<file path="src/rtl/axis_misc_decoder.sv">
// RX-side misc-data decoder: passes the sample stream through and recovers the fast serial
// pulse ID (misc[1] framed by misc[2]) and the slow UART-coded pulse counter (misc[0]).
module axis_misc_decoder #(
    parameter int S_AXIS_TDATA_WIDTH = 32,
    parameter int MISC_WIDTH         = 8,
    parameter int PULSE_ID_WIDTH     = 40,
    parameter int BIT_PERIOD         = 63
) (
    input  logic                          aclk,
    input  logic                          aresetn,
    input  logic [MISC_WIDTH-1:0]         misc_data,
    output logic                          s_axis_tready,
    input  logic [S_AXIS_TDATA_WIDTH-1:0] s_axis_tdata,
    input  logic                          s_axis_tvalid,
    input  logic                          m_axis_tready,
    output logic [S_AXIS_TDATA_WIDTH-1:0] m_axis_tdata,
    output logic                          m_axis_tvalid,
    output logic [PULSE_ID_WIDTH-1:0]     pulse_id,
    output logic                          pulse_id_valid,
    output logic [34:0]                   uart_word,
    output logic                          uart_valid,
    output logic [15:0]                   frame_errors
);

    localparam int IDX_W = $clog2(PULSE_ID_WIDTH);
    localparam int PRE_W = $clog2(BIT_PERIOD);
    localparam logic [IDX_W-1:0] LAST_IDX = IDX_W'(PULSE_ID_WIDTH - 1);
    localparam logic [PRE_W-1:0] HALF_PRE = PRE_W'((BIT_PERIOD - 1) / 2);
    localparam logic [PRE_W-1:0] LAST_PRE = PRE_W'(BIT_PERIOD - 1);

    localparam logic [1:0] S_IDLE  = 2'd0;
    localparam logic [1:0] S_START = 2'd1;
    localparam logic [1:0] S_BITS  = 2'd2;
    localparam logic [1:0] S_STOP  = 2'd3;

    logic                      enbl;
    logic                      beat;
    logic                      uart_line;
    logic                      fast_data;
    logic                      fast_mark;
    logic                      unused_misc;

    logic [IDX_W-1:0]          fidx;
    logic [PULSE_ID_WIDTH-1:0] shift;

    logic [1:0]                state;
    logic [PRE_W-1:0]          presc;
    logic [2:0]                bit_cnt;
    logic [7:0]                rx_byte;
    logic [2:0]                byte_idx;
    logic [27:0]               word_buf;

    logic                      fast_err;
    logic                      uart_err;
    logic [16:0]               err_sum;

    assign uart_line   = misc_data[0];
    assign fast_data   = misc_data[1];
    assign fast_mark   = misc_data[2];
    assign unused_misc = ^misc_data[MISC_WIDTH-1:3];

    assign s_axis_tready = enbl & m_axis_tready;
    assign m_axis_tvalid = enbl & s_axis_tvalid;
    assign m_axis_tdata  = s_axis_tdata;
    assign beat          = s_axis_tvalid & s_axis_tready;

    always_ff @(posedge aclk) begin
        if (!aresetn) enbl <= 1'b0;
        else          enbl <= 1'b1;
    end

    // Fast frame: a marker-0 beat always starts a new frame; index 0 means no frame active.
    always_ff @(posedge aclk) begin
        if (!aresetn) begin
            fidx           <= '0;
            shift          <= '0;
            pulse_id       <= '0;
            pulse_id_valid <= 1'b0;
        end else begin
            pulse_id_valid <= 1'b0;
            if (beat) begin
                if (!fast_mark) begin
                    fidx     <= IDX_W'(1);
                    shift[0] <= fast_data;
                end else if (fidx != '0) begin
                    shift[fidx] <= fast_data;
                    if (fidx == LAST_IDX) begin
                        pulse_id       <= {fast_data, shift[PULSE_ID_WIDTH-2:0]};
                        pulse_id_valid <= 1'b1;
                        fidx           <= '0;
                    end else begin
                        fidx <= fidx + 1'b1;
                    end
                end
            end
        end
    end

    // UART receiver samples each bit near its middle, anchored on the start-bit edge.
    always_ff @(posedge aclk) begin
        if (!aresetn) begin
            state      <= S_IDLE;
            presc      <= '0;
            bit_cnt    <= '0;
            rx_byte    <= '0;
            byte_idx   <= '0;
            word_buf   <= '0;
            uart_word  <= '0;
            uart_valid <= 1'b0;
        end else begin
            uart_valid <= 1'b0;
            if (beat) begin
                case (state)
                    S_IDLE: begin
                        if (!uart_line) begin
                            state <= S_START;
                            presc <= '0;
                        end
                    end
                    S_START: begin
                        if (presc == HALF_PRE) begin
                            presc   <= '0;
                            bit_cnt <= '0;
                            state   <= uart_line ? S_IDLE : S_BITS;
                        end else begin
                            presc <= presc + 1'b1;
                        end
                    end
                    S_BITS: begin
                        if (presc == LAST_PRE) begin
                            presc   <= '0;
                            rx_byte <= {uart_line, rx_byte[7:1]};
                            bit_cnt <= bit_cnt + 1'b1;
                            if (bit_cnt == 3'd7) state <= S_STOP;
                        end else begin
                            presc <= presc + 1'b1;
                        end
                    end
                    default: begin
                        if (presc == LAST_PRE) begin
                            presc <= '0;
                            state <= S_IDLE;
                            if (!uart_line) begin
                                byte_idx <= '0;
                            end else if (rx_byte[7]) begin
                                word_buf[6:0] <= rx_byte[6:0];
                                byte_idx      <= 3'd1;
                            end else begin
                                case (byte_idx)
                                    3'd1: begin
                                        word_buf[13:7] <= rx_byte[6:0];
                                        byte_idx       <= 3'd2;
                                    end
                                    3'd2: begin
                                        word_buf[20:14] <= rx_byte[6:0];
                                        byte_idx        <= 3'd3;
                                    end
                                    3'd3: begin
                                        word_buf[27:21] <= rx_byte[6:0];
                                        byte_idx        <= 3'd4;
                                    end
                                    3'd4: begin
                                        uart_word  <= {rx_byte[6:0], word_buf};
                                        uart_valid <= 1'b1;
                                        byte_idx   <= '0;
                                    end
                                    default: byte_idx <= '0;
                                endcase
                            end
                        end else begin
                            presc <= presc + 1'b1;
                        end
                    end
                endcase
            end
        end
    end

    assign fast_err = beat & ~fast_mark & (fidx != '0);
    assign uart_err = beat & (state == S_STOP) & (presc == LAST_PRE) & ~uart_line;
    assign err_sum  = {1'b0, frame_errors} + {15'd0, fast_err} + {15'd0, uart_err};

    // Both error sources can fire on the same beat, so the counter adds up to two at once.
    always_ff @(posedge aclk) begin
        if (!aresetn)         frame_errors <= '0;
        else if (err_sum[16]) frame_errors <= 16'hFFFF;
        else                  frame_errors <= err_sum[15:0];
    end

endmodule

</file>
<file path="config.mk">
export PLATFORM = sky130hd
export DESIGN_NAME = axis_misc_decoder
export DESIGN_NICKNAME = d
export VERILOG_FILES = /design/src/rtl/axis_misc_decoder.sv
export SDC_FILE = /design/constraint.sdc
export NUM_CORES = 1
export LEC_CHECK = 0
export ABC_AREA = 1
export BUFFER_PORTS_ARGS = -buffer_cell sky130_fd_sc_hd__clkbuf_2
export CAP_MARGIN = 15
export CORE_ASPECT_RATIO = 1.1
export CORE_MARGIN = 8
export CORE_UTILIZATION = 59
export DETAILED_ROUTE_END_ITERATION = 8
export PLACE_DENSITY = 0.83
export SLEW_MARGIN = 30
export SYNTH_ARGS = -nofsm -noshare
export SYNTH_HDL_FRONTEND = slang
export SYNTH_SLANG_ARGS = --single-unit
</file>
<file path="constraint.sdc">
create_clock -name aclk -period 4.16 [get_ports aclk]
set_input_delay 0.208 -clock aclk [delete_from_list [all_inputs] [get_ports aclk]]
set_output_delay 0.208 -clock aclk [all_outputs]
set_load 0.005 [all_outputs]
</file>
==> flow_metrics.tcl <==
set metrics [dict create \
    status "finished clean" \
    synth_enable_flop_cells 0 \
    synth_largest_area_cell "dfxtp_1" \
    yosys-top-cells-count "318 x nand2_1, 189 x dfxtp_1, 141 x nand3_1, 134 x a21oi_1, 81 x nor2_1" \
    drive_gt1_frac 0.136 \
    fin_nets 1179 \
    drtIter0Drc 665 \
    clockRootBuffer "clkbuf_16" \
    dp_hpwl_um 11800 \
    cellLeakagePower_nw 3.66 \
    crit_slowest_cell "fa_1" \
    crit_required_ps 4530 \
    period_share 0.753 \
    grt_max_degree 62 \
    rows 44 \
    ys_async_sr_fraction 0 \
    startpoint_type "flip-flop" \
    diodes 0 \
    place_area_um2 8180 \
    clk_pin_slew_worst_paths_ps 60 \
    fin_skew_ps 12.7 \
    seq_area_um2 3780 \
    cts_tree "done" \
    viasPerCell 5.39 \
    timing_hold_violations_final 0 \
    hold-worst-slack_ps 120 \
    ys_types 31 \
    rsz0062_at_grt "false" \
    area_growth_pct 10.6 \
    synth.area.top_cells "dfxtp_1 48%, nand2_1 15%, nand3_1 8.9%" \
    setup_tns_ps 0 \
    drv_slew 0 \
    core_um2 13200 \
    fin_crit_ps 3130 \
    io_pins 171 \
    die_area_um2 17400 \
    ant_nets 0 \
    antenna_found_initial 0 \
    wl_per_cell_um 13.7 \
    insertion_delay_ps 430 \
    clk_path_buf_depth 2 \
    worst_pin_slew_ps 927 \
    cpMostUsedCell "inv_1" \
    global_route.overflow_total 0 \
    power.density_nw_per_um2 402 \
    cts_resized 0 \
    die-width_um 127 \
    finalPower_mw 3.53 \
    syn_inst 1085 \
    track_usage 0.198 \
    drt-pass1-iter-count 5 \
    ys_ff_latch 189 \
    num_vias 7006 \
    irDropWorstVdd_mv 0.247 \
    synth_warnings 0 \
    post_cts_buffers 0 \
    cts_buffers 17 \
    cts.sinks 189 \
    stdcell_area_um2 8780 \
    crit_path_max_incr_delay_ps 420 \
    cp-end-kind "flip-flop" \
    path_cells "inv_1 -> ha_1 -> nand3_1 -> nor2_1 -> buf_4 -> nand3_1 -> inv_1 -> nand2_1 -> fa_1 -> inv_1 -> ha_1 -> nand2_1 -> nor2_1 -> nand2_1 -> inv_1 -> nand3_1 -> nand3_1 -> nand2_1 -> inv_1" \
    setup_viol 0 \
    drv_cap 0 \
    synth_area_per_cell_um2 7.32 \
    chipHeight_um 138 \
    multi_input_area_um2 3410 \
    timing.fmax_mhz 319 \
    worst_ep_arrival_time_ps 3510 \
    min_path_type "input pin to flip-flop" \
    place_congestion 0.870 \
    slew_headroom 0.381 \
    totalWireLength_um 17700 \
    syn-num-nets 1137 \
    io_buffer_count 101 \
    initial_utilization 0.603 \
    cts_hold_buf 0 \
    synth.most_common_cell "nand2_1" \
    final_core_util 0.667 \
    synth_ff_type "dfxtp_1" \
    h-tree-depth 4 \
    worstPathMaxFanout 12 \
    grt_pass1_vias 6234 \
    yosysSeqAreaShare 0.477 \
    criticalPathCategory "flip-flop to flip-flop" \
    synth_area_um2 7940 \
    grt_pass1_wl_um 28500 \
    fillers 1138 \
    yosysTopAreaCellShare 0.477 \
    drc_errors 0 \
]
## layout make-up
class	count	share of cell area
sequential	189	0.431
multi-input combinational	748	0.389
timing repair buffer	105	0.0610
clock buffer	20	0.0520
inverter	66	0.0282
tap	161	0.0229
clock inverter	10	0.0161
## layer usage
| layer | vias to the layer above | global-route usage | wire, um |
|---|---|---|---|
| li1 | 3568 | - | - |
| met1 | 3217 | 0.224 | 7620 |
| met2 | 190 | 0.345 | 8690 |
| met3 | 31 | 0.0492 | 1020 |
| met4 | 0 | 0.0936 | 414 |
| met5 | - | 0 | 0 |
## critical path, delay by kind of cell, from the launching register on
family / cells / cell delay [ps]
DFF: 1 / 330
adders and majority gates: 3 / 790
and+or+nand+nor: 10 / 1300
buffers and inverters: 6 / 640
## kinds of logic (layout without fill, tap and decap cells)
family	Yosys count	after routing	synth area share
and+or+nand+nor	574	574	0.307
DFF	189	189	0.477
AOI/OAI and AO/OA	157	157	0.0991
buffers and inverters	148	201	0.0936
xor gates and xnor gates	9	9	0.00993
adders and majority gates	8	8	0.0136
## where the power goes
group	internal, mW	switching (mW)	leakage (nW)	total (mW)
combinational	0.0178	0.0613	1.84	0.0791
sequential	1.81	0.00321	1.52	1.82
clock	0.971	0.666	0.288	1.64
## path summary, 6_finish.rpt
| path | start | to | slack [ps] | depth (start not counted) |
|---|---|---|---|---|
| setup / recovery | presc[0] | frame_errors[13] | 1030 | 19 |
| hold / removal | misc_data[1] | pulse_id[39] | 120 | 3 |
| setup reg to reg | presc[0] | frame_errors[13] | 1030 | 19 |
| hold reg to reg | pulse_id[39] | pulse_id[39] | 440 | 2 |
## flip-flops by register name (all words and copies together) (netlist names)
signal,flops
frame_errors,16
byte_idx,3
fidx,6
bit_cnt,3
state,2
rx_byte,8
uart_word,35
shift,39
pulse_id_valid,1
enbl,1
word_buf,28
presc,6
uart_valid,1
pulse_id,40
## cell usage in the layout, fill, tap and decap left out, types with 3 or more instances in the layout
master	count
dfxtp_1	189
xor2_1	6
clkbuf_16	17
xnor2_1	3
clkbuf_2	101
nand2_2	3
inv_1	58
inv_2	4
o21ai_0	21
nor2_2	9
bufinv_16	3
clkinv_4	3
a21oi_1	134
nor2_1	81
nand4_1	12
clkinv_1	4
nand3_1	141
ha_1	7
nand2_1	318
buf_4	4
## through the flow
stage                     cells  worst slack (ps)
after floorplan            1085              1610
after global placement     1269              1130
after detailed placement   1269              1040
after CTS                  1299              1020
after global routing       1299               773
final                      1299              1030
No activity file was read; power rests on OpenSTA's default activity.
